<file path="config.mk">
export PLATFORM = sky130hd
export DESIGN_NAME = sram_mem_controller
export DESIGN_NICKNAME = d
export VERILOG_FILES = /design/src/rtl/sram_mem_controller.sv
export SDC_FILE = /design/constraint.sdc
export NUM_CORES = 1
export LEC_CHECK = 0
export BUFFER_PORTS_ARGS = -buffer_cell sky130_fd_sc_hd__buf_2
export CORE_MARGIN = 5
export CORE_UTILIZATION = 54
export DETAILED_ROUTE_END_ITERATION = 10
export PLACE_DENSITY = 0.84
export SLEW_MARGIN = 10
export SYNTH_ARGS = -nofsm -noshare
export SYNTH_HDL_FRONTEND = slang
export SYNTH_SLANG_ARGS = --single-unit
</file>
<file path="constraint.sdc">
create_clock -name clk -period 2.61 [get_ports clk]
set_input_delay 0.522 -clock clk [delete_from_list [all_inputs] [get_ports clk]]
set_output_delay 0.522 -clock clk [all_outputs]
set_load 0.05 [all_outputs]
</file>
<file path="src/rtl/sram_mem_controller.sv">
// MEM-stage SRAM sequencer: splits each 32-bit load/store into two 16-bit
// asynchronous-SRAM transactions (low half, then high half) and holds the
// pipeline via `ready` until the access completes.
module sram_mem_controller #(
  parameter int unsigned BASE_ADDR   = 1024,
  parameter int unsigned WAIT_CYCLES = 1,
  parameter int unsigned SRAM_AW     = 18
) (
  input  logic               clk,
  input  logic               rst,
  input  logic               mem_read,
  input  logic               mem_write,
  input  logic [31:0]        address,
  input  logic [31:0]        write_data,
  output logic [31:0]        read_data,
  output logic               ready,
  output logic [SRAM_AW-1:0] sram_addr,
  output logic [15:0]        sram_dq_out,
  input  logic [15:0]        sram_dq_in,
  output logic               sram_dq_oe,
  output logic               sram_we_n
);

  localparam int unsigned CW = (WAIT_CYCLES > 1) ? $clog2(WAIT_CYCLES) : 1;
  localparam int unsigned WW = SRAM_AW - 1;
  localparam logic [CW-1:0] RELOAD = CW'(WAIT_CYCLES - 1);

  typedef enum logic [1:0] {IDLE, LOW, HIGH, DONE} state_t;

  state_t             state_q, state_d;
  logic [CW-1:0]      cnt_q, cnt_d;
  logic               is_write_q, is_write_d;
  logic [WW-1:0]      word_q, word_d;
  logic [31:0]        wdata_q, wdata_d;
  logic [15:0]        lo_buf_q, lo_buf_d;
  logic [31:0]        read_data_d;
  logic [SRAM_AW-1:0] sram_addr_d;
  logic [15:0]        sram_dq_out_d;
  logic               sram_dq_oe_d, sram_we_n_d;

  logic [31:0]        off;
  logic [WW-1:0]      req_word;
  logic               unused_off_bits;

  assign off      = address - 32'(BASE_ADDR);
  assign req_word = off[SRAM_AW:2];
  // Byte offset and out-of-range upper bits are dropped by design.
  assign unused_off_bits = ^{off[31:SRAM_AW+1], off[1:0]};

  // Pipeline may advance when no memory op is pending or the access is finishing.
  assign ready = ~(mem_read | mem_write) | (state_q == DONE);

  // State, latched request and registered SRAM-side outputs.
  always_ff @(posedge clk) begin
    if (rst) begin
      state_q     <= IDLE;
      cnt_q       <= '0;
      is_write_q  <= 1'b0;
      word_q      <= '0;
      wdata_q     <= '0;
      lo_buf_q    <= '0;
      read_data   <= '0;
      sram_addr   <= '0;
      sram_dq_out <= '0;
      sram_dq_oe  <= 1'b0;
      sram_we_n   <= 1'b1;
    end else begin
      state_q     <= state_d;
      cnt_q       <= cnt_d;
      is_write_q  <= is_write_d;
      word_q      <= word_d;
      wdata_q     <= wdata_d;
      lo_buf_q    <= lo_buf_d;
      read_data   <= read_data_d;
      sram_addr   <= sram_addr_d;
      sram_dq_out <= sram_dq_out_d;
      sram_dq_oe  <= sram_dq_oe_d;
      sram_we_n   <= sram_we_n_d;
    end
  end

  // Next state plus the SRAM pin values for the phase being entered, so the
  // bus pins are glitch-free registers rather than decoded from state.
  always_comb begin
    state_d       = state_q;
    cnt_d         = cnt_q;
    is_write_d    = is_write_q;
    word_d        = word_q;
    wdata_d       = wdata_q;
    lo_buf_d      = lo_buf_q;
    read_data_d   = read_data;
    sram_addr_d   = sram_addr;
    sram_dq_out_d = sram_dq_out;
    sram_dq_oe_d  = 1'b0;
    sram_we_n_d   = 1'b1;
    unique case (state_q)
      IDLE: begin
        if (mem_write | mem_read) begin
          state_d     = LOW;
          cnt_d       = RELOAD;
          is_write_d  = mem_write;
          word_d      = req_word;
          wdata_d     = write_data;
          sram_addr_d = {req_word, 1'b0};
          if (mem_write) begin
            sram_dq_oe_d  = 1'b1;
            sram_we_n_d   = 1'b0;
            sram_dq_out_d = write_data[15:0];
          end
        end
      end
      LOW: begin
        sram_dq_oe_d = is_write_q;
        sram_we_n_d  = ~is_write_q;
        if (cnt_q == '0) begin
          state_d     = HIGH;
          cnt_d       = RELOAD;
          sram_addr_d = {word_q, 1'b1};
          if (is_write_q) sram_dq_out_d = wdata_q[31:16];
          else            lo_buf_d      = sram_dq_in;
        end else begin
          cnt_d = cnt_q - CW'(1);
        end
      end
      HIGH: begin
        if (cnt_q == '0) begin
          state_d = DONE;
          if (!is_write_q) read_data_d = {sram_dq_in, lo_buf_q};
        end else begin
          sram_dq_oe_d = is_write_q;
          sram_we_n_d  = ~is_write_q;
          cnt_d        = cnt_q - CW'(1);
        end
      end
      DONE: begin
        state_d = IDLE;
      end
      default: begin
        state_d = IDLE;
      end
    endcase
  end

endmodule

</file>
==> run metrics <==
r2r setup slk 0.54 ns; FF-to-FF End sram_addr[12]; row cnt 34; worst hold margin ~0.27 ns; largest net degree at the start of global routing 51; Core Area slightly below 9000 um^2; number of synthesized register bits 120; Final #Nets ~780; overall die width roughly 100 um; PwrDens approximately 1400 nW/um^2; Setup Viol. Count Final 0; Leakage ~2.7 nW; TritonCTS clock tree yes; DP Cell Count 776; ant diodes 0; post-layout util 0.712; Synth Instances roughly 560; Worst slew margin 0.212; worst setup skew after layout 0.0122 ns; Synth top area share 0.502; area of the multi-input gates between 2000 and 2500 um^2; Crit. path cell count 3; fmax around 0.48 GHz; Synth warnings 0; Cell Area, Synth between 4000 and 5000 um^2; crit path capture type output pin; crit path from state_q[0]; number of global-route vias before repair 4226; global route overflow 0; # fillers around 700; antenna viol nets, final 0; Clk pin slew, worst setup/hold paths roughly 0.060 ns; Largest delay share family, worst path flip-flops; grt met3 use 0.0571; first-pass iteration count of the detailed router 5; Max FO, Critical Path 3; Sink Count 120; wire length per cell approximately 15 um; # DRC 0; Setup Buffers After CTS 0; Worst Hold Class in2reg; status completed; leading post-synthesis cells by cell area dfxtp_1 (50%), nand2_1 (12%), a21oi_1 (8.2%); GP Congestion between 0.7 and 0.8; hold path depth 2; routing usage on met2 0.386; synth unique cells 38; GRT Overall Usage 0.217; design area ~6200 um^2; die area ~11000 um^2; DR vias approximately 4300; final WL approximately 12000 um; Initial Util 0.551; worst-margin pin slew roughly 1.2 ns; initial drt markers between 150 and 200; placed cell area roughly 5500 um^2; worst skew pair latency between 0.4 and 0.5 ns; M1 GR Usage 0.250; Reg area 2400 um^2; CTS resizes 0; first-pass GRT wire length just under 20000 um; IO Count roughly 150; required time at the worst-slack endpoint 2.09 ns; fin crit share 0.802; Detail Placement HPWL approximately 8200 um; Vias/cell 5.32; # Max-Cap Violations 0; Setup Total Neg Slack 0 ns; syn nets 652; crit-path max cell delay 0.33 ns; dominant cell type by area after synthesis dfxtp_1; r2r startpoint state_q[0]; CP max stage cell dfxtp_1; syn_area_per_cell 8.50 um^2; VDD IR max roughly 0.84 mV; Final Hold Fails 0; Vert. Die Dim 104 um; cts hold-fix bufs 0; most frequent cells in the layout nand2_1 (158), buf_2 (136), dfxtp_1 (120); layout cells sized above 1 0.283; commonest non-fill, non-tap cell in the layout nand2_1; crit path capture ready; reg2reg path depth 6; sequential area share after synthesis 0.502; final max-slew violation count 0; non-filler cells, final a little over 800; area delta synth->final 29.2%; RSZ-0062 raised after global routing false; Crit Path Category reg2out; startpoint types flip-flop; CTS Buffer Depth 2; number of CTS-inserted buffers 17; PortBufs 137; worst path bufs/invs 1; crit path DAT between 1.5 and 2 ns; Final min period roughly 2.1 ns; gr busiest metal met2; H-tree Lvls 4; clock root buffer clkbuf_8; antenna violations before repair 0; critical path cell sequence ha_1 > or2_2 > buf_2
worst min path at each step:
stage | start | to
final | address[10] | word_q[8]
after global placement | lo_buf_q[0] | read_data[0]
after detailed placement | sram_addr[13] | sram_addr[13]
after CTS | write_data[24] | wdata_q[24]
after floorplan | lo_buf_q[15] | read_data[15]
after global routing | write_data[18] | wdata_q[18]
state kept, by name, summed over array words and instances, names as in the netlist:
signal / count
read_data: 32
sram_addr: 18
word_q: 17
lo_buf_q: 16
sram_dq_out: 16
wdata_q: 16
state_q: 2
is_write_q: 1
sram_dq_oe: 1
sram_we_n: 1
kinds of logic (layout without fill, tap and decap cells):
kind of cell / after synthesis / count (layout) / synth area share
simple gates: 227 / 227 / 0.191
compound gates: 130 / 130 / 0.178
flops: 120 / 120 / 0.502
buf+inv: 48 / 184 / 0.0484
mux: 26 / 26 / 0.0544
xor+xnor: 7 / 7 / 0.0128
fa+ha+maj: 5 / 5 / 0.0131
Yosys cell counts:
cell,n
nand2_1,158
dfxtp_1,120
a21oi_1,78
nor2_1,49
mux2i_1,26
clkbuf_1,24
a211oi_1,18
a211oi_2,14
buf_2,11
nor3_1,7
inv_1,6
ha_1,5
xor2_1,5
buf_6,4
o21ai_0,4
nand2b_1,3
nor2b_1,3
a22oi_1,2
a31oi_1,2
a32o_1,2
buf_4,2
o221ai_1,2
o2bb2ai_1,2
xnor2_1,2
a2111oi_0,1
a21oi_2,1
a311oi_1,1
a31o_1,1
buf_1,1
nand3_1,1
nand4b_1,1
nor2b_4,1
nor3_4,1
nor3b_1,1
o211ai_1,1
o21ai_1,1
or2_2,1
or3b_1,1
cell type report:
cell class              count  share of cell area
flip-flops and latches    120               0.389
inverters                   6             0.00364
clock inverters             8              0.0308
repair buffers            147               0.128
multi-input cells         395               0.351
clock buffers              23              0.0771
well taps                 108              0.0219
power by group:
group	switching [mW]	internal [mW]	leakage, nW
registers	0.279	2.36	0.985
clock network	0.773	1.84	0.328
logic	2.62	1.08	1.35
total	3.67	5.27	2.66
through the flow:
step | total power, mW | setup slack (ns)
2_1_floorplan | 5.57 | 0.912
3_3_place_gp | 6.21 | 0.570
3_5_place_dp | 6.34 | 0.551
4_1_cts | 8.99 | 0.490
5_1_grt | 9.41 | 0.375
6_report | 8.95 | 0.517
routing by layer:
| layer | vias to the layer above | wire, um |
|---|---|---|
| met5 | - | 0 |
| met2 | 115 | 6230 |
| met4 | 0 | 176 |
| met1 | 2021 | 4970 |
| met3 | 14 | 567 |
| li1 | 2146 | - |
No activity file was read; power rests on OpenSTA's default activity.
